--- src/rtl/xtl_clk_monitor.sv ---
// rtl/xtl_clk_monitor.sv - windowed edge-count qualifier for the 20 MHz crystal clock
`timescale 1ns/1ps
module xtl_clk_monitor #(
   parameter int WINDOW_CYCLES = 1000,
   parameter int LO_COUNT      = 380,
   parameter int HI_COUNT      = 420,
   parameter int GOOD_WINDOWS  = 4,
   parameter int CNT_W         = 12
) (
   input  logic             CLK,
   input  logic             RESET,
   input  logic             XTLOSC_IN,
   input  logic             ENABLE,
   input  logic             FAIL_CLR,
   output logic             CLK_OK,
   output logic             FAIL_STICKY,
   output logic [CNT_W-1:0] EDGE_COUNT,
   output logic             COUNT_VALID
);

   localparam int WCNT_W = (WINDOW_CYCLES > 1) ? $clog2(WINDOW_CYCLES) : 1;
   localparam int GCNT_W = $clog2(GOOD_WINDOWS + 1);

   typedef enum logic [1:0] {
      IDLE    = 2'd0,
      ACQUIRE = 2'd1,
      LOCKED  = 2'd2,
      FAULT   = 2'd3
   } state_t;

   state_t            state;
   state_t            state_nx;
   logic [GCNT_W-1:0] gcnt;
   logic [GCNT_W-1:0] gcnt_nx;
   logic              fault_set;

   logic              s1;
   logic              s2;
   logic              s3;
   logic              rise;

   logic [WCNT_W-1:0] wcnt;
   logic [CNT_W-1:0]  ecnt;
   logic [CNT_W-1:0]  closed;
   logic [31:0]       closed_ext;
   logic              win_done;
   logic              good;

   // Synchroniser plus edge-detect stage; runs regardless of ENABLE
   always_ff @(posedge CLK) begin
      if (RESET) begin
         s1 <= 1'b0;
         s2 <= 1'b0;
         s3 <= 1'b0;
      end else begin
         s1 <= XTLOSC_IN;
         s2 <= s1;
         s3 <= s2;
      end
   end

   assign rise = s2 & ~s3;

   // Count including this cycle's edge; an all-ones count is treated as saturated
   assign closed     = (rise && (ecnt != '1)) ? ecnt + 1'b1 : ecnt;
   assign closed_ext = 32'(closed);
   assign win_done   = ENABLE && (state != IDLE) &&
                       (wcnt == WCNT_W'(WINDOW_CYCLES - 1));
   assign good       = (closed != '1) &&
                       (closed_ext >= 32'(LO_COUNT)) &&
                       (closed_ext <= 32'(HI_COUNT));

   // State and good-window counter registers
   always_ff @(posedge CLK) begin
      if (RESET) begin
         state <= IDLE;
         gcnt  <= '0;
      end else begin
         state <= state_nx;
         gcnt  <= gcnt_nx;
      end
   end

   // Qualification FSM: ENABLE low always wins and discards the partial window
   always_comb begin
      state_nx  = state;
      gcnt_nx   = gcnt;
      fault_set = 1'b0;
      if (!ENABLE) begin
         state_nx = IDLE;
         gcnt_nx  = '0;
      end else begin
         case (state)
            IDLE: begin
               state_nx = ACQUIRE;
               gcnt_nx  = '0;
            end
            ACQUIRE, FAULT: begin
               if (gcnt == GCNT_W'(GOOD_WINDOWS)) begin
                  state_nx = LOCKED;
               end else if (win_done) begin
                  gcnt_nx = good ? gcnt + 1'b1 : '0;
               end
            end
            LOCKED: begin
               if (win_done && !good) begin
                  state_nx  = FAULT;
                  gcnt_nx   = '0;
                  fault_set = 1'b1;
               end
            end
            default: begin
               state_nx = IDLE;
               gcnt_nx  = '0;
            end
         endcase
      end
   end

   // Window/edge counters, published count and sticky fault flag
   always_ff @(posedge CLK) begin
      if (RESET) begin
         wcnt        <= '0;
         ecnt        <= '0;
         EDGE_COUNT  <= '0;
         COUNT_VALID <= 1'b0;
         FAIL_STICKY <= 1'b0;
      end else begin
         COUNT_VALID <= 1'b0;
         if (fault_set) begin
            FAIL_STICKY <= 1'b1;
         end else if (FAIL_CLR) begin
            FAIL_STICKY <= 1'b0;
         end
         if (!ENABLE || (state == IDLE)) begin
            wcnt <= '0;
            ecnt <= '0;
         end else if (win_done) begin
            wcnt        <= '0;
            ecnt        <= '0;
            EDGE_COUNT  <= closed;
            COUNT_VALID <= 1'b1;
         end else begin
            wcnt <= wcnt + 1'b1;
            ecnt <= closed;
         end
      end
   end

   assign CLK_OK = (state == LOCKED);

endmodule

--- config.mk ---
export PLATFORM = sky130hd
export DESIGN_NAME = xtl_clk_monitor
export DESIGN_NICKNAME = d
export VERILOG_FILES = /design/src/rtl/xtl_clk_monitor.sv
export SDC_FILE = /design/constraint.sdc
export NUM_CORES = 1
export LEC_CHECK = 0
export BUFFER_PORTS_ARGS = -buffer_cell sky130_fd_sc_hd__buf_2
export CORE_MARGIN = 2
export CORE_UTILIZATION = 58
export DETAILED_ROUTE_END_ITERATION = 16
export PLACE_DENSITY = 0.8
export SYNTH_ARGS = -nofsm -noshare
export SYNTH_HDL_FRONTEND = slang
export SYNTH_SLANG_ARGS = --single-unit
--- constraint.sdc ---
create_clock -name CLK -period 3.4 [get_ports CLK]
set_input_delay 0 -clock CLK [delete_from_list [all_inputs] [get_ports CLK]]
set_output_delay 0 -clock CLK [all_outputs]
set_load 0.005 [all_outputs]
==> flow_summary.json <==
{
  "yosysTopAreaCell": "dfxtp_1",
  "synth_cells": 231,
  "fmax_mhz": 380,
  "core_um2": 3360,
  "preCtsSetupSlack_ns": 0.822,
  "ir_drop_uv": 227,
  "pwr-share-seq": 0.616,
  "period_minus_slack_ns": 2.63,
  "insertion_delay_ns": 0.35,
  "grt_pass1_vias": 1514,
  "max-slew-margin-rel": 0.493,
  "hold_class": "primary input to flop",
  "dieArea_um2": 4040,
  "multi_input_area_um2": 1080,
  "async_flop_share": 0,
  "worstPathRequired_ns": 3.68,
  "synth-edff-count": 0,
  "synth-simple-area-share": 0.293,
  "p_comb_frac": 0.023,
  "gp_congestion": 0.879,
  "powerDensity_nw_per_um2": 378,
  "grtUsageTotal": 0.220,
  "overflow": 0,
  "fillers": 296,
  "portBuffers": 19,
  "synth.most_common_cell": "dfxtp_1",
  "grt_max_degree": 23,
  "synth.cell_area_um2": 2060,
  "ant_nets": 0,
  "status": "completed",
  "dieWidth_um": 63.6,
  "drc": 0,
  "start_util": 0.612,
  "finalHoldViolations": 0,
  "synth_compound_area_frac": 0.134,
  "maxSlewViolCount": 0,
  "syn_to_final_growth_pct": 8.51,
  "power_switching_mw": 0.172,
  "yosys.area_share.xor_xnor": 0.0595,
  "period_share": 0.774,
  "cts_buffers": 5,
  "die_h_um": 63.6,
  "setup_slack_ns": 0.769,
  "drtPass1Iterations": 4,
  "design_power_total_mw": 0.845,
  "cts-root-buf": "clkbuf_4",
  "cts_tree": "built",
  "syn_avg_cell_area_um2": 8.92,
  "clockBufferDepth": 2,
  "p_leak_nw": 0.785,
  "setup_tns_ns": 0,
  "num_io_pins": 20,
  "power.share.clock": 0.361,
  "drive_above_1_share": 0.165,
  "wl_mm": 4.00,
  "yosysUniqueCellTypes": 48,
  "cts_setup_buffers": 0,
  "yosysSeqAreaShare": 0.428,
  "yosysTopAreaCellShare": 0.428,
  "synth_nets": 240,
  "clk_pin_slew_ns": 0.13,
  "vias_per_cell": 5.52,
  "grt_first_pass_wirelength_mm": 6.98,
  "htreeDepth": 2,
  "fin_skew_ns": 0.0168,
  "synthMuxAreaShare": 0.0103,
  "synthFlopType": "dfxtp_1",
  "num_vias": 1622,
  "endpoint_kind": "flop",
  "yosys_register_bits": 44,
  "clkSinkCount": 44,
  "synthAdderAreaFrac": 0.0243,
  "crit_arrival_ns": 2.91,
  "num_rows": 21,
  "antenna_cells": 0,
  "antenna_found_initial": 0,
  "rsz0062_at_grt": "false",
  "drtIter0Drc": 184,
  "start_kind": "flop",
  "place_hpwl_mm": 2.91,
  "netSwitchingFraction": 0.204,
  "critPathMaxFanout": 7,
  "wire_per_inst_um": 13.6,
  "finalSetupViolCount": 0,
  "worstSetupPathType": "flop to flop",
  "final_nets": 258,
  "register_area_um2": 881,
  "yosys_warnings": 0,
  "ys_top_cells_by_area": "dfxtp_1 43%, nor2_1 6.9%, xnor2_1 3.8%",
  "tightest_slew_ns": 0.761,
  "synth_common_cells": "44 x dfxtp_1, 38 x nor2_1, 17 x nand2_1, 11 x a21oi_1, 11 x nand3_1",
  "cap_violations": 0,
  "synth_top_family_by_area": "simple AND/OR/NAND/NOR gates",
  "cellInternalPower_mw": 0.673
}
==> metal layers <==
layer,track usage,up-vias,part of all wire
li1,-,848,-
met1,0.291,732,0.49
met2,0.354,35,0.45
met3,0.0536,7,0.047
met4,0.0652,0,0.011
met5,0,-,0
==> layout make-up <==
class	count	share of cell area
clock buffers	5	0.0168
clock inverters	1	0.0134
inverters	7	0.0118
multi-input cells	169	0.483
flip-flops and latches	44	0.394
well taps	46	0.0258
repair buffers	22	0.0549
==> registers in the layout, summed over array words and instances, names as in the netlist <==
name         flops
FAIL_STICKY      1
s3               1
state            2
COUNT_VALID      1
wcnt            10
gcnt             3
s1               1
s2               1
EDGE_COUNT      12
ecnt            12
==> through the flow <==
| step | instance area [µm²] | hold slack [ns] | utilization | std cells |
|---|---|---|---|---|
| 5_1_grt | 2230 | 0.0291 | 0.664 | 294 |
| 3_5_place_dp | 2150 | 0.218 | 0.638 | 286 |
| 3_3_place_gp | 2150 | 0.215 | 0.638 | 286 |
| 6_report | 2230 | 0.0183 | 0.664 | 294 |
| 2_1_floorplan | 2060 | 0.128 | - | 231 |
| 4_1_cts | 2230 | 0.0193 | 0.664 | 294 |
==> worst max-delay path: stages (launching register included) <==
cell and delay, ns:
dfxtp_1 0.47, ha_1 0.27, and2_2 0.21, nand4_4 0.12, and3_4 0.21, mux2_2 0.26
or4b_4 0.51, a21oi_4 0.21, o31ai_2 0.10, o32ai_2 0.20
==> path summary, 6_finish.rpt <==
| kind | slack [ns] | startpoint | end | cells after the start |
|---|---|---|---|---|
| setup / recovery | 0.77 | ecnt[0] | gcnt[1] | 9 |
| setup reg to reg | 0.77 | ecnt[0] | gcnt[1] | 9 |
| hold reg to reg | 0.45 | s1 | s2 | 1 |
| hold / removal | 0.02 | RESET | s2 | 2 |
==> kinds of logic after synthesis <==
logic type / Yosys count
adder cells (fa/ha/maj): 4
XOR/XNOR: 14
multiplexers: 2
flip-flops: 44
AND/OR/NAND/NOR: 111
buffers and inverters: 18
AO/OA/AOI/OAI: 38
==> layout by cell type (no fill, tap or decap), types with 7 or more instances in the layout <==
master    count
xnor2_1       9
buf_2        19
inv_1         7
nor2_1       38
a211oi_1      8
a21oi_1      11
nand2_1      17
dfxtp_1      44
nand3_1      11
and3_1        8
==> power by group through the flow <==
stage / clock (mW) / combinational, mW / sequential (mW)
after floorplan: 0 / 0.0159 / 0.531
after global placement: 0 / 0.0175 / 0.532
after detailed placement: 0 / 0.0176 / 0.533
after CTS: 0.307 / 0.0193 / 0.521
after global routing: 0.328 / 0.0213 / 0.522
final: 0.305 / 0.0194 / 0.521
==> what timing repair did <==
action,CTS,global route
hold buffers,2,0
endpoints found under the hold margin,2,0
gates resized for setup,0,0
No activity file was read; power rests on OpenSTA's default activity.
